$ cat src/rtl/kw_arb_pkg.sv
// Shared helpers for the weighted round-robin arbiter: pick-mode enum and
// width-generic vector functions sized to KW_MAX_N and narrowed by the caller.
package kw_arb_pkg;

  localparam int KW_MAX_N = 64;
  localparam int KW_IDX_W = 6;

  typedef enum logic {
    PICK_RR    = 1'b0,
    PICK_FIXED = 1'b1
  } pick_mode_e;

  // Rotate the low n bits of vec left by one; bits at and above n are cleared.
  function automatic logic [KW_MAX_N-1:0] rotl1(input logic [KW_MAX_N-1:0] vec, input int n);
    logic [KW_MAX_N-1:0] r;
    r = '0;
    for (int i = 0; i < KW_MAX_N; i++) begin
      if (i == n - 1) r[0] = vec[i];
      else if (i < n - 1) r[i+1] = vec[i];
    end
    return r;
  endfunction

  function automatic logic [KW_IDX_W-1:0] onehot_to_idx(input logic [KW_MAX_N-1:0] vec);
    logic [KW_IDX_W-1:0] idx;
    idx = '0;
    for (int i = 0; i < KW_MAX_N; i++) begin
      if (vec[i]) idx = idx | KW_IDX_W'(i);
    end
    return idx;
  endfunction

endpackage

$ cat src/rtl/kw_arb_rr_pick.sv
// Combinational picker: lowest eligible index in fixed mode, otherwise the
// first eligible index at or above ptr with wraparound.
module kw_arb_rr_pick #(
  parameter int N = 4
) (
  input  logic [N-1:0] req,
  input  logic [N-1:0] ptr,
  input  logic         fixed,
  output logic [N-1:0] pick
);

  logic [2*N-1:0] req2;
  logic [2*N-1:0] diff2;
  logic [2*N-1:0] win2;
  logic [N-1:0]   rr_pick;
  logic [N-1:0]   fixed_pick;

  // Doubling the request vector lets the borrow chain wrap past the top index.
  assign req2       = {req, req};
  assign diff2      = req2 - {{N{1'b0}}, ptr};
  assign win2       = req2 & ~diff2;
  assign rr_pick    = win2[N-1:0] | win2[2*N-1:N];
  assign fixed_pick = req & (~req + N'(1));
  assign pick       = fixed ? fixed_pick : rr_pick;

endmodule

$ cat src/rtl/kw_arb_wrr.sv
// Weighted round-robin arbiter: an owner keeps the grant for up to its weight in
// accepted beats (or indefinitely while locked), then ownership rotates.
module kw_arb_wrr
  import kw_arb_pkg::*;
#(
  parameter  int N    = 4,
  parameter  int W    = 4,
  localparam int ID_W = $clog2(N)
) (
  input  logic            clock,
  input  logic            reset,
  input  logic [N-1:0]    request,
  input  logic [N-1:0]    mask,
  input  logic [N-1:0]    lock,
  input  logic [N*W-1:0]  weight,
  input  logic            fixed_pri,
  input  logic            accept,
  output logic [N-1:0]    grant,
  output logic [ID_W-1:0] grant_id,
  output logic            granted,
  output logic            parked,
  output logic            locked,
  output logic [W-1:0]    quota_left
);

  logic [N-1:0] owner_q;
  logic [N-1:0] ptr_q;
  logic [W-1:0] count_q;
  logic [N-1:0] eligible;
  logic [N-1:0] pick;
  logic [W-1:0] pick_weight;
  logic [W-1:0] quota;
  logic         hold;
  pick_mode_e   mode;

  assign eligible = request & ~mask;
  assign mode     = pick_mode_e'(fixed_pri);

  kw_arb_rr_pick #(.N(N)) u_pick (
    .req   (eligible),
    .ptr   (ptr_q),
    .fixed (mode == PICK_FIXED),
    .pick  (pick)
  );

  // A zero weight still earns one beat so every issued turn makes progress.
  always_comb begin
    pick_weight = '0;
    for (int i = 0; i < N; i++) begin
      if (pick[i]) pick_weight = weight[i*W +: W];
    end
    quota = (pick_weight == '0) ? W'(1) : pick_weight;
  end

  assign hold = (|(owner_q & eligible)) && ((count_q != '0) || (|(owner_q & lock)));

  always_ff @(posedge clock or posedge reset) begin
    if (reset) begin
      owner_q <= '0;
      count_q <= '0;
      ptr_q   <= N'(1);
    end else if (hold) begin
      if (accept && (count_q != '0)) count_q <= count_q - W'(1);
    end else if (pick != '0) begin
      owner_q <= pick;
      ptr_q   <= N'(rotl1(KW_MAX_N'(pick), N));
      count_q <= quota - W'(accept);
    end else begin
      owner_q <= '0;
      count_q <= '0;
    end
  end

  assign grant      = hold ? owner_q : pick;
  assign grant_id   = ID_W'(onehot_to_idx(KW_MAX_N'(grant)));
  assign granted    = |grant;
  assign parked     = ~|eligible;
  assign locked     = |(owner_q & eligible & lock);
  assign quota_left = count_q;

  always @(posedge clock) begin
    if (!reset) begin
      assert ($onehot0(grant));
      assert ($onehot(ptr_q));
      assert ($onehot0(owner_q));
      assert ((eligible == '0) || (grant != '0));
    end
  end

endmodule
$ cat config.mk
export PLATFORM = sky130hd
export DESIGN_NAME = kw_arb_wrr
export DESIGN_NICKNAME = d
export VERILOG_FILES = /design/src/rtl/kw_arb_pkg.sv /design/src/rtl/kw_arb_rr_pick.sv /design/src/rtl/kw_arb_wrr.sv
export SDC_FILE = /design/constraint.sdc
export NUM_CORES = 1
export LEC_CHECK = 0
export ABC_AREA = 1
export CORE_MARGIN = 4
export CORE_UTILIZATION = 25
export CTS_BUF_LIST = sky130_fd_sc_hd__clkbuf_4
export DETAILED_ROUTE_END_ITERATION = 12
export GPL_TIMING_DRIVEN = 0
export PLACE_DENSITY = 0.59
export REMOVE_ABC_BUFFERS = 1
export SLEW_MARGIN = 40
export SYNTH_ARGS = -nofsm -noshare
export SYNTH_HDL_FRONTEND = slang
export SYNTH_HIERARCHICAL = 1
export SYNTH_SLANG_ARGS = --single-unit
$ cat constraint.sdc
create_clock -name clock -period 9.65 [get_ports clock]
set_input_delay 1.93 -clock clock [delete_from_list [all_inputs] [get_ports clock]]
set_output_delay 1.93 -clock clock [all_outputs]
set_load 0.005 [all_outputs]
==> results of run 1 <==
[metal layers]
layer  vias up  share of wire
li1        719              -
met5         -              0
met2        28           0.49
met1       608           0.45
met3         2          0.054
met4         0         0.0034
[synth_stat cells (4+ instances only)]
cell and number:
a21oi_1 10, o21ai_1 7, nand2_2 11, xor2_1 4
nor2_1 17, dfrtp_1 11, nor2_2 7, nand2_1 55
nand3_1 12, o21ai_0 6, inv_1 17, ha_1 5
inv_2 7
[power by group]
| part | internal, mW | switching, mW |
|---|---|---|
| Sequential | 0.0665 | 0.0152 |
| Clock | 0.0188 | 0.0172 |
| Combinational | 0.0969 | 0.113 |
[stage by stage]
| step | power [mW] | cell area [µm²] |
|---|---|---|
| 2_1_floorplan | 0.2232 | 1279 |
| 3_3_place_gp | 0.2922 | 1807 |
| 3_5_place_dp | 0.2943 | 1807 |
| 4_1_cts | 0.3320 | 1837 |
| 5_1_grt | 0.3631 | 1837 |
| 6_report | 0.3270 | 1837 |
[state kept, by name, summed over array words and instances, names as in the netlist]
| register | cells |
|---|---|
| quota_left | 4 |
| owner_q | 4 |
| ptr_q | 4 |
[cells in the final DEF (no fill, tap or decap), types with 3 or more instances in the layout]
cell type and instances:
nand2_1 55, clkdlybuf4s50_1 44, inv_1 17, nor2_1 17, nand3_1 12, nand2_2 11
dfrtp_1 11, a21oi_1 10, nor2_2 7, inv_2 7, o21ai_1 7, o21ai_0 6
ha_1 5, xor2_1 4, clkbuf_4 4, nand4_1 3, nor2_4 3, nand2_4 3
nor3_1 3
[kinds of logic (layout without fill, tap and decap cells)]
family	Yosys count	after routing	synth area share
flip-flops	12	12	0.2313
XOR/XNOR	4	4	0.02687
adder cells (fa/ha/maj)	6	6	0.06334
AO/OA/AOI/OAI	28	28	0.1209
AND/OR/NAND/NOR	117	117	0.4520
buffers and inverters	28	74	0.1056
[path summary, 6_finish.rpt]
check                      startpoint  cells after the start  slack, ns       endpoint
max                        request[1]                     15       2.29    grant_id[0]
min                          ptr_q[3]                      2       0.50       ptr_q[3]
max reg2reg                  ptr_q[0]                     19       6.39  quota_left[3]
min reg2reg                  ptr_q[3]                      2       0.50       ptr_q[3]
max in group asynchronous       reset                      2       7.34       ptr_q[0]
min in group asynchronous       reset                      2       1.96  quota_left[1]
[layout make-up]
type	instances	area [µm²]	share of cell area
clock buffer	4	30.03	0.01635
inverter	26	112.6	0.06131
multi-input combinational	155	864.6	0.4707
sequential	12	301.5	0.1642
tap	70	87.58	0.04768
timing repair buffer	44	440.4	0.2398
[critical path: cells and delay by family]
family	cells	cell delay, ns
buffers and inverters	5	1.16
adder cells (fa/ha/maj)	1	0.46
AND/OR/NAND/NOR	7	1.07
AO/OA/AOI/OAI	1	0.65
XOR/XNOR	1	0.17
==> results.toml, run 1 <==
[place]
placed_cells_incl_taps = 307
pre_cts_slack_ns = 2.256
gp_routability_congestion = 0.8077
io_buffers = 44
dpl.hpwl_um = 2758

[clock_tree]
clk_latency_ns = 0.27
clk_root_buffer_cell = "clkbuf_4"
number_of_buffers_inserted_to_repair_setup_after_cts = 0
numClockSinks = 12
holdBufCountCts = 0
clk_pin_slew_worst_paths_ns = 0.07
maximum_level_of_the_cts_h_tree = 1
numCtsBuffers = 3
cts-resized-gates = 0
cts_buffer_depth = 2
tritoncts = "built"

[grt]
busiest_layer = "met2"
global_route_wire_length_before_repair_um = 5575
grt_pass1_vias = 1328
grt_use_met3 = 0.01570
global_route_met2_usage = 0.1871
gr-usage-met1 = 0.1340
number_of_antenna_violations_at_the_first_check_in_global_routing = 0
grt_use_total = 0.1056
largest_net_degree_at_the_start_of_global_routing = 15
overflow = 0

[yosys]
syn_area_um2 = 1304
synth_enable_flop_cells = 0
async_flop_share = 1.000
yosysWarnings = 6
synth_seq_cells = 12
synth_area_per_cell_um2 = 6.686
synth_area_leaders = "dfrtp_1, nand2_1, nand2_2"
synth_cells = 195
synth_top_cell_by_area = "dfrtp_1"
dominantRegCellSynth = "dfrtp_1"
synth_top_area_share = 0.2111
yosysSeqAreaShare = 0.2313
ys_types = 31

[sta]
finalMaxSlewViolations = 0
setup_repair_after_global_routing_missed_its_margin = "no"
setup_tns_after_final_layout_ns = 0
worst_slew_margin_rel = 0.4646
hold_violation_total_from_the_final_report = 0
report.final.setup_viol = 0
clock.fmax_mhz = 135.8
clock_skew_ns = 0.005259
fin_worst_hold_slack_ns = 0.5044
worst_slew_pin_slew_ns = 0.8030
timing.final.crit_period_ns = 7.363
worst_slack_ns = 2.287
post-route-period-util = 0.7631

[critical_path]
crit_chain = "clkdlybuf4s50_1 > inv_1 > nor2_2 > inv_1 > fa_1 > xor2_1 > nand2_1 > a21oi_1 > nor4_4 > nor2_4 > nand2_2 > nand2_4 > inv_2 > nand3_1 > clkdlybuf4s50_1"
timing.critical_path.required_ns = 7.72
crit_arrival_ns = 5.43
critical_path_class = "in2out"
slowest_stage = "a21oi_1"
highest_fanout_seen_on_the_critical_path = 9
worstSetupEndpointType = "output port"
crit_path_start_kind = "primary input"
worst_path_largest_cell_delay_ns = 0.65

[die]
die_width_um = 80.22
std_cell_rows = 26
die_area_um2 = 6434
floorplan.initialDensity = 0.2569
dieHeight_um = 80.22
coreArea_um2 = 5075
design.portCount = 45

[cells_and_area]
fin_nets = 280
finalCoreUtilization = 0.3619
layout.filler_cells = 569
layout.cells.non_filler = 311
antenna_cells_inserted = 0
layout_overhead_on_the_synthesized_area_pct = 40.88
drive_above_1_share = 0.1743

[power_and_ir_drop]
worst_ir_drop_vdd_mv = 0.08780
leakagePower_nw = 0.9050
power.density_cell_area_nw_per_um2 = 178.1

[detailed_routing]
post-route-drc-count = 0
total_via_count_in_the_routed_design = 1357
drt_pre_antenna_iters = 4
number_of_routed_nets_with_antenna_violations = 0
routed_wire_length_per_instance_um = 10.51
finalWirelength_um = 3269
drt-initial-drc-count = 35
post_drt_via_cell_ratio = 4.363

[job]
timing.max_cap.violations = 0

[min_path]
hp-class = "reg2reg"

[status]
status = "completed"
(Power assumes the default switching activity.)
==> inputs of run 2 (changes only) <==
==> constraint.sdc (replaced) <==
create_clock -name clock -period 7.3 [get_ports clock]
set_input_delay 1.46 -clock clock [delete_from_list [all_inputs] [get_ports clock]]
set_output_delay 1.46 -clock clock [all_outputs]
set_load 0.005 [all_outputs]
==> results of run 2 <==
Same layout as run 1 (identical final DEF). Status: completed.
Main changes from that run: setup slack after placement 2.256 ns -> 0.8455 ns; setup slack after layout 2.287 ns -> 0.8766 ns; register-to-register setup slack 6.39 ns -> 4.04 ns; total power 0.3270 mW -> 0.4323 mW; worst IR drop on VDD 0.08780 mV -> 0.1161 mV
==> inputs of run 3 (changes only) <==
--- a/config.mk
+++ b/config.mk
@@ -13,6 +13,7 @@
 export GPL_TIMING_DRIVEN = 0
 export PLACE_DENSITY = 0.59
 export REMOVE_ABC_BUFFERS = 1
+export SETUP_SLACK_MARGIN = 0.2
 export SLEW_MARGIN = 40
 export SYNTH_ARGS = -nofsm -noshare
 export SYNTH_HDL_FRONTEND = slang
==> results of run 3 <==
Same layout as run 1 (identical final DEF). Status: completed.
Main changes from that run: setup slack after placement 2.256 ns -> 0.8455 ns; setup slack after layout 2.287 ns -> 0.8766 ns; register-to-register setup slack 6.39 ns -> 4.04 ns; total power 0.3270 mW -> 0.4323 mW; worst IR drop on VDD 0.08780 mV -> 0.1161 mV
